[src/rtl/async_fifo.sv]
// Single-clock FIFO with registered read data and one-cycle overflow/underflow pulses.
// Occupancy is tracked with wrap-bit pointers so full and empty decode without a counter.
module async_fifo #(
    parameter int unsigned DEPTH = 16,
    parameter int unsigned WIDTH = 8
) (
    input  logic             wr_clk,
    input  logic             rst,
    input  logic             wr_en,
    input  logic [WIDTH-1:0] wdata,
    output logic             full,
    output logic             overflow,
    input  logic             rd_en,
    output logic [WIDTH-1:0] rdata,
    output logic             empty,
    output logic             underflow
);

    localparam int unsigned AW = (DEPTH > 1) ? $clog2(DEPTH) : 1;
    localparam int unsigned PW = AW + 1;

    logic [WIDTH-1:0] mem [DEPTH];
    logic [PW-1:0]    wptr;
    logic [PW-1:0]    rptr;
    logic             wr_ok;
    logic             rd_ok;

    // Flags come straight from the registered pointers.
    always_comb begin
        empty = (wptr == rptr);
        full  = (wptr[AW-1:0] == rptr[AW-1:0]) && (wptr[AW] != rptr[AW]);
        rd_ok = rd_en && !empty;
        wr_ok = wr_en && (!full || rd_ok);
    end

    // Storage is not reset; writes are held off while rst is high.
    always_ff @(posedge wr_clk) begin
        if (!rst && wr_ok) begin
            mem[wptr[AW-1:0]] <= wdata;
        end
    end

    always_ff @(posedge wr_clk) begin
        if (rst) begin
            wptr      <= '0;
            rptr      <= '0;
            rdata     <= '0;
            overflow  <= 1'b0;
            underflow <= 1'b0;
        end else begin
            if (wr_ok) begin
                wptr <= wptr + PW'(1);
            end
            if (rd_ok) begin
                rptr  <= rptr + PW'(1);
                rdata <= mem[rptr[AW-1:0]];
            end
            overflow  <= wr_en && full && !rd_ok;
            underflow <= rd_en && empty;
        end
    end

endmodule

[config.mk]
export PLATFORM = sky130hd
export DESIGN_NAME = async_fifo
export DESIGN_NICKNAME = d
export VERILOG_FILES = /design/src/rtl/async_fifo.sv
export SDC_FILE = /design/constraint.sdc
export NUM_CORES = 1
export LEC_CHECK = 0
export ABC_CLOCK_PERIOD_IN_PS = 3200
export CELL_PAD_IN_SITES_DETAIL_PLACEMENT = 0
export CELL_PAD_IN_SITES_GLOBAL_PLACEMENT = 1
export CORE_ASPECT_RATIO = 1.75
export CORE_MARGIN = 4
export CORE_UTILIZATION = 45
export DETAILED_ROUTE_END_ITERATION = 7
export PLACE_DENSITY = 0.72
export SLEW_MARGIN = 20
export SYNTH_ARGS = -nofsm -noshare
export SYNTH_HDL_FRONTEND = slang
export SYNTH_SLANG_ARGS = --single-unit
[constraint.sdc]
create_clock -name wr_clk -period 3.2 [get_ports wr_clk]
set_input_delay 0.32 -clock wr_clk [delete_from_list [all_inputs] [get_ports wr_clk]]
set_output_delay 0.32 -clock wr_clk [all_outputs]
set_load 0.01 [all_outputs]
==> run_results.csv, run 1 <==
group,metric,value,unit
detailed_routing,detailedRoute.firstIterationViolations,193,
floorplanning,placeableCoreArea,13000,um2
global_routing,gr-max-usage-layer,"met2",
run,maxCapViolCount,0,
placement,dp_hpwl,7790,um
timing,setup_total_negative_slack,0,ns
global_routing,grt_pass1_wl,18400,um
logic_synthesis,synthesis.area,6030,um2
power,powerDensity,654,nW/um2
floorplanning,overall_die_width,95.5,um
worst_setup_path,r2r_end,"mem[7][7]",
floorplanning,std_cell_rows,55,
detailed_routing,post-route-drc-count,0,
clocking,clock_tree_sinks,148,
timing,final-setup-viol-count,0,
detailed_routing,drt-vias-per-instance,5.49,
power,clock_power_frac,0.420,
worst_setup_path,critPathLaunchType,"flip-flop",
logic_synthesis,synth_seq_cells,148,
worst_setup_path,critical_path.startpoint,"wptr[3]",
clocking,cts_made_buffers,17,
global_routing,grt_util_met1,0.189,
power,sequentialPowerShare,0.467,
detailed_routing,avgRoutedWirePerCell,20.7,um
power,comb_power_share,0.113,
floorplanning,floorplan.die.height,161,um
logic_synthesis,synthesis.instances,344,
logic_synthesis,synthesis.yosys.warnings,0,
outcome,status,"completed",
clocking,insertion_delay,0.42,ns
power,power,4.64,mW
logic_synthesis,netlist.area_leader.share,0.637,
clocking,reg_clk_slew_reported_paths,0.06,ns
worst_setup_path,r2r.worst_path.cells,5,
global_routing,grt_antenna_before_repair,0,
final_layout,mostFrequentLayoutCell,"edfxtp_1",
logic_synthesis,netlist_top_cells_area,"edfxtp_1 (64%), dfxtp_1 (6.6%), mux4_1 (5.7%), mux4_2 (4.1%), mux2_2 (2.8%)",
placement,preCtsSetupSlack,0.723,ns
final_layout,nNetsFinal,405,
worst_setup_path,critical_path.max_fanout,11,
global_routing,grt_start_max_net_pins,52,
logic_synthesis,synth_area_per_cell,17.5,um2
placement,globalplace.congestion,0.835,
global_routing,grt_util_met3,0.0336,
clocking,cts.htree.levels,4,
timing,rsz_0062_raised_after_global_routing,"no",
logic_synthesis,synth_async_sr_flop_share,0,
timing,worst_pin_slew,0.705,ns
logic_synthesis,dominantRegCellSynth,"edfxtp_1",
detailed_routing,drt_first_pass_iters,5,
global_routing,grt.total_usage,0.167,
floorplanning,io-pin-count,24,
worst_setup_path,crit_type,"flip-flop to primary output",
timing,finalClockSkew,0.0109,ns
clocking,clockRootBuffer,"clkbuf_16",
worst_setup_path,reg2reg_setup_slack,0.86,ns
global_routing,gr-usage-met2,0.293,
clocking,clock_path_buffers,2,
detailed_routing,count_of_antenna_violating_nets_left_after_detailed_routing,0,
clocking,cts.hold.buffers_added,0,
detailed_routing,wirelength,11900,um
final_layout,antenna_cells,0,
detailed_routing,vias,3139,
worst_setup_path,critPathMaxStageDelay,0.55,ns
final_layout,final_cell_mix,"edfxtp_1 (128), nor2_1 (29), clkdlybuf4s50_1 (23), buf_4 (22), dfxtp_1 (19)",
logic_synthesis,yosysSeqAreaShare,0.704,
final_layout,flow.area_growth_from_synthesis,17.5,%
final_layout,share_of_cells_above_drive_strength_1,0.229,
floorplanning,die_area,15400,um2
power,cellLeakagePower,2.27,nW
worst_setup_path,critical-path-slowest-cell,"clkdlybuf4s50_1",
power,p_int,3.48,mW
timing,post-route-min-period,2.35,ns
worst_setup_path,arrival,2.03,ns
logic_synthesis,post-synth-top-area-cell,"edfxtp_1",
clocking,cts.repair.resized,0,
logic_synthesis,synth_fp_nets,361,
worst_setup_path,worstPathRequired,2.88,ns
timing,max_clock_freq,0.426,GHz
timing,final_critical_path_setup_slack,0.854,ns
timing,timing_hold_violations_final,0,
clocking,cts_tree,"yes",
power,ir_drop,0.334,mV
final_layout,finalCoreUtilization,0.545,
timing,drv_slew,0,
power,power.switching_fraction,0.249,
clocking,postCtsSetupRepairBufs,0,
min_path,hold_path.class,"flip-flop to flip-flop",
timing,timing.final.crit_share,0.733,
global_routing,grt_pass1_vias,3337,
power,power_switching,1.15,mW
logic_synthesis,synth.lib_cells_used.distinct,40,
placement,placement.io_buffers,23,
worst_setup_path,timing_endpoint_of_the_critical_path,"empty",
worst_setup_path,endpoint_kind,"primary output",
floorplanning,floorplan.initialDensity,0.464,
timing,slew_headroom,0.528,
logic_synthesis,synth-edff-count,128,
global_routing,grt_remaining_overflow,0,
worst_setup_path,critical_path.cell_chain,"xnor2_2 > nand4_2 > nor2_1 > clkdlybuf4s50_1",
worst_setup_path,critical_path.reg2reg.startpoint,"wptr[3]",
## power groups by stage
stage	combinational, mW	clock, mW	sequential, mW
floorplan	0.338	0	2.22
global placement	0.528	0	2.21
detailed placement	0.531	0	2.21
CTS	0.534	1.99	2.17
global route	0.568	2.07	2.17
finish	0.524	1.95	2.16
## stage by stage
| stage | hold WS [ns] | cell area, um2 | std cells |
|---|---|---|---|
| 6_report | 0.502 | 7090 | 572 |
| 5_1_grt | 0.517 | 7090 | 572 |
| 4_1_cts | 0.504 | 7090 | 572 |
| 3_5_place_dp | 0.495 | 6490 | 540 |
| 3_3_place_gp | 0.488 | 6490 | 540 |
| 2_1_floorplan | 0.398 | 6030 | 344 |
## worst max-delay path, delay by kind of cell (launching register included)
family                    cells  cell delay, ns
buffers and inverters         1            0.55
DFF                           1            0.54
and+or+nand+nor               2            0.35
xor gates and xnor gates      1            0.18
## flip-flops by register name, indices dropped and copies added (netlist names)
register and count:
mem 128, rdata 8, wptr 5, overflow 1, rptr 5, underflow 1
## per-layer routing
| metal | share of wire | wire [um] | up-vias |
|---|---|---|---|
| met5 | 0 | 0 | - |
| met4 | 0.033 | 386 | 0 |
| met3 | 0.035 | 414 | 23 |
| met2 | 0.55 | 6510 | 74 |
| met1 | 0.38 | 4560 | 1589 |
| li1 | - | - | 1453 |
## kinds of logic (layout without fill, tap and decap cells)
logic type / Yosys count / count (layout) / synth area share
DFF: 148 / 148 / 0.704
xor gates and xnor gates: 12 / 12 / 0.0212
AOI/OAI and AO/OA: 43 / 43 / 0.0494
buffers and inverters: 23 / 80 / 0.0261
and+or+nand+nor: 71 / 71 / 0.0577
adders and majority gates: 5 / 5 / 0.0104
muxes: 42 / 42 / 0.132
## worst min-delay path by stage
stage,start,endpoint,slack (ns),depth (start not counted)
2_1_floorplan,rd_en,overflow,0.40,1
3_3_place_gp,rdata[1],rdata[1],0.49,2
3_5_place_dp,rdata[3],rdata[3],0.49,2
4_1_cts,rdata[3],rdata[3],0.50,2
5_1_grt,rdata[6],rdata[6],0.52,2
6_report,rdata[3],rdata[3],0.50,2
## synthesized netlist by cell type, types with 3 or more instances
master	number
ha_1	5
nor2_1	29
buf_6	4
a211oi_1	15
o22ai_1	8
inv_1	3
mux4_1	13
dfxtp_1	20
mux4_2	11
clkbuf_1	4
mux2_2	15
nor3_1	12
edfxtp_1	128
buf_2	9
xnor2_2	3
nand2_1	7
a21oi_1	11
nor2b_1	8
nand2b_1	4
xnor2_1	7
## layout make-up
cell class,instances,area (um2)
multi-input cells,173,1630
fillers,1015,5920
repair buffers,45,395
flip-flops and latches,148,4250
well taps,171,214
clock buffers,17,425
clock inverters,15,166
inverters,3,11.3
No activity file was read; power rests on OpenSTA's default activity.
==> run 2, diff against run 1 <==
--- a/config.mk
+++ b/config.mk
@@ -5,7 +5,7 @@
 export SDC_FILE = /design/constraint.sdc
 export NUM_CORES = 1
 export LEC_CHECK = 0
-export ABC_CLOCK_PERIOD_IN_PS = 3200
+export ABC_CLOCK_PERIOD_IN_PS = 2500
 export CELL_PAD_IN_SITES_DETAIL_PLACEMENT = 0
 export CELL_PAD_IN_SITES_GLOBAL_PLACEMENT = 1
 export CORE_ASPECT_RATIO = 1.75
==> constraint.sdc (replaced) <==
create_clock -name wr_clk -period 2.5 [get_ports wr_clk]
set_input_delay 0.25 -clock wr_clk [delete_from_list [all_inputs] [get_ports wr_clk]]
set_output_delay 0.25 -clock wr_clk [all_outputs]
set_load 0.01 [all_outputs]
==> run_results.csv, run 2 (synthesis results as in run 1) <==
group,metric,value,unit
timing,timing_hold_violations_final,0,
placement,placement.io_buffers,23,
worst_setup_path,worstPathRequired,2.25,ns
timing,drv_slew,0,
floorplanning,die_area,15400,um2
timing,finalClockSkew,0.0119,ns
timing,worst_pin_slew,0.667,ns
final_layout,antenna_cells,0,
floorplanning,overall_die_width,95.5,um
final_layout,finalNonFillerCells,578,
global_routing,grt_remaining_overflow,0,
detailed_routing,vias,3086,
placement,dp_hpwl,8140,um
worst_setup_path,critical-path-slowest-cell,"clkdlybuf4s50_1",
worst_setup_path,critical_path.max_fanout,15,
floorplanning,io-pin-count,24,
power,cellLeakagePower,2.32,nW
final_layout,layout.cell_area.non_filler,7180,um2
final_layout,multiInputGateArea,1630,um2
timing,final-setup-viol-count,0,
global_routing,grt_pass1_vias,3258,
worst_setup_path,endpoint_kind,"primary output",
timing,slew_headroom,0.554,
clocking,clock_tree_sinks,148,
power,powerDensity,842,nW/um2
timing,max_clock_freq,0.433,GHz
final_layout,flow.area_growth_from_synthesis,19.0,%
final_layout,sequential_cell_area,4250,um2
timing,timing.final.crit_share,0.923,
detailed_routing,drt_first_pass_iters,4,
worst_setup_path,critical_path.cell_chain,"buf_12 > xnor2_1 > nand4_2 > nor2_1 > clkdlybuf4s50_1",
clocking,reg_clk_slew_reported_paths,0.07,ns
clocking,cts.htree.levels,4,
final_layout,share_of_cells_above_drive_strength_1,0.243,
placement,placedInstanceArea,6530,um2
final_layout,mostFrequentLayoutCell,"edfxtp_1",
run,maxCapViolCount,0,
clocking,cts_tree,"yes",
clocking,cts_made_buffers,17,
clocking,cts.hold.buffers_added,0,
detailed_routing,count_of_antenna_violating_nets_left_after_detailed_routing,0,
placement,number_of_cells_after_detailed_placement,543,
timing,fin_worst_hold_slack,0.501,ns
floorplanning,floorplan.initialDensity,0.464,
timing,rsz_0062_raised_after_global_routing,"no",
clocking,insertion_delay,0.42,ns
detailed_routing,wirelength,12000,um
global_routing,grt.total_usage,0.172,
worst_setup_path,critPathMaxStageDelay,0.55,ns
worst_setup_path,arrival,2.06,ns
final_layout,nNetsFinal,411,
global_routing,grt_pass1_wl,18700,um
detailed_routing,drt-vias-per-instance,5.34,
worst_setup_path,critPathLaunchType,"flip-flop",
final_layout,final.fill_count,1032,
detailed_routing,post-route-drc-count,0,
clocking,clock_path_buffers,2,
global_routing,grt_start_max_net_pins,31,
final_layout,final_cell_mix,"edfxtp_1 (128), nor2_1 (29), buf_4 (26), clkdlybuf4s50_1 (23)",
min_path,hold_path.class,"flip-flop to flip-flop",
timing,post-route-min-period,2.31,ns
floorplanning,std_cell_rows,55,
global_routing,grt_antenna_before_repair,0,
detailed_routing,detailedRoute.firstIterationViolations,148,
power,ir_drop,0.397,mV
worst_setup_path,crit_type,"flip-flop to primary output",
floorplanning,floorplan.die.height,161,um
placement,globalplace.congestion,0.755,
final_layout,max_reg_flops,128,
timing,setup_total_negative_slack,0,ns
detailed_routing,avgRoutedWirePerCell,20.8,um
outcome,status,"completed",
clocking,clockRootBuffer,"clkbuf_16",
power,power,6.04,mW
floorplanning,placeableCoreArea,13000,um2
## run 2: cell count changes in the layout (fill, tap and decap cells not counted), sizes merged
| cell | previous run | this run |
|---|---|---|
| clkinvlp | 3 | 2 |
| inv | 11 | 13 |
| clkbuf | 17 | 18 |
| clkinv | 3 | 2 |
| buf | 22 | 27 |
## run 2: worst max-delay path, delay by kind of cell (launching register included)
family	cells	cell delay, ns
buf+inv	2	0.74
xor+xnor	1	0.17
flops	1	0.38
simple gates	2	0.35
## run 2: final timing paths
kind / from / endpoint / slack (ns) / depth (start not counted)
worst max-delay path: rptr[1] / empty / 0.19 / 5
worst min-delay path: rdata[5] / rdata[5] / 0.50 / 2
worst max register to register: rptr[1] / mem[1][7] / 0.38 / 7
worst min register to register: rdata[5] / rdata[5] / 0.50 / 2
## run 2: area by class of cell
cell class | instances | area share
flip-flops and latches | 148 | 0.591
multi-input cells | 173 | 0.227
repair buffers | 51 | 0.0655
clock buffers | 17 | 0.0593
well taps | 171 | 0.0298
clock inverters | 15 | 0.0254
inverters | 3 | 0.00157
## run 2: where the power goes
group	internal (mW)	switching, mW	total [mW]
clock	1.44	1.12	2.56
combinational	0.328	0.378	0.706
sequential	2.74	0.0362	2.78
total	4.51	1.53	6.04
## run 2: repair_timing
action / CTS / global route
resized for setup: 0 / 1
setup buffers: 0 / 2
hold endpoints to repair: 0 / 0
endpoints found under the setup margin: 0 / 1
## run 2: stage by stage
stage / setup WS [ns] / utilization
after floorplan: 0.241 / -
after global placement: 0.351 / 0.502
after detailed placement: 0.313 / 0.502
after CTS: 0.0925 / 0.549
after global routing: 0.0666 / 0.552
final: 0.193 / 0.552
## run 2: routing by layer
| metal | vias up | GRT usage | part of all wire |
|---|---|---|---|
| met3 | 16 | 0.0475 | 0.033 |
| li1 | 1471 | - | - |
| met5 | - | 0 | 0 |
| met1 | 1538 | 0.197 | 0.38 |
| met2 | 61 | 0.293 | 0.55 |
| met4 | 0 | 0.0797 | 0.034 |
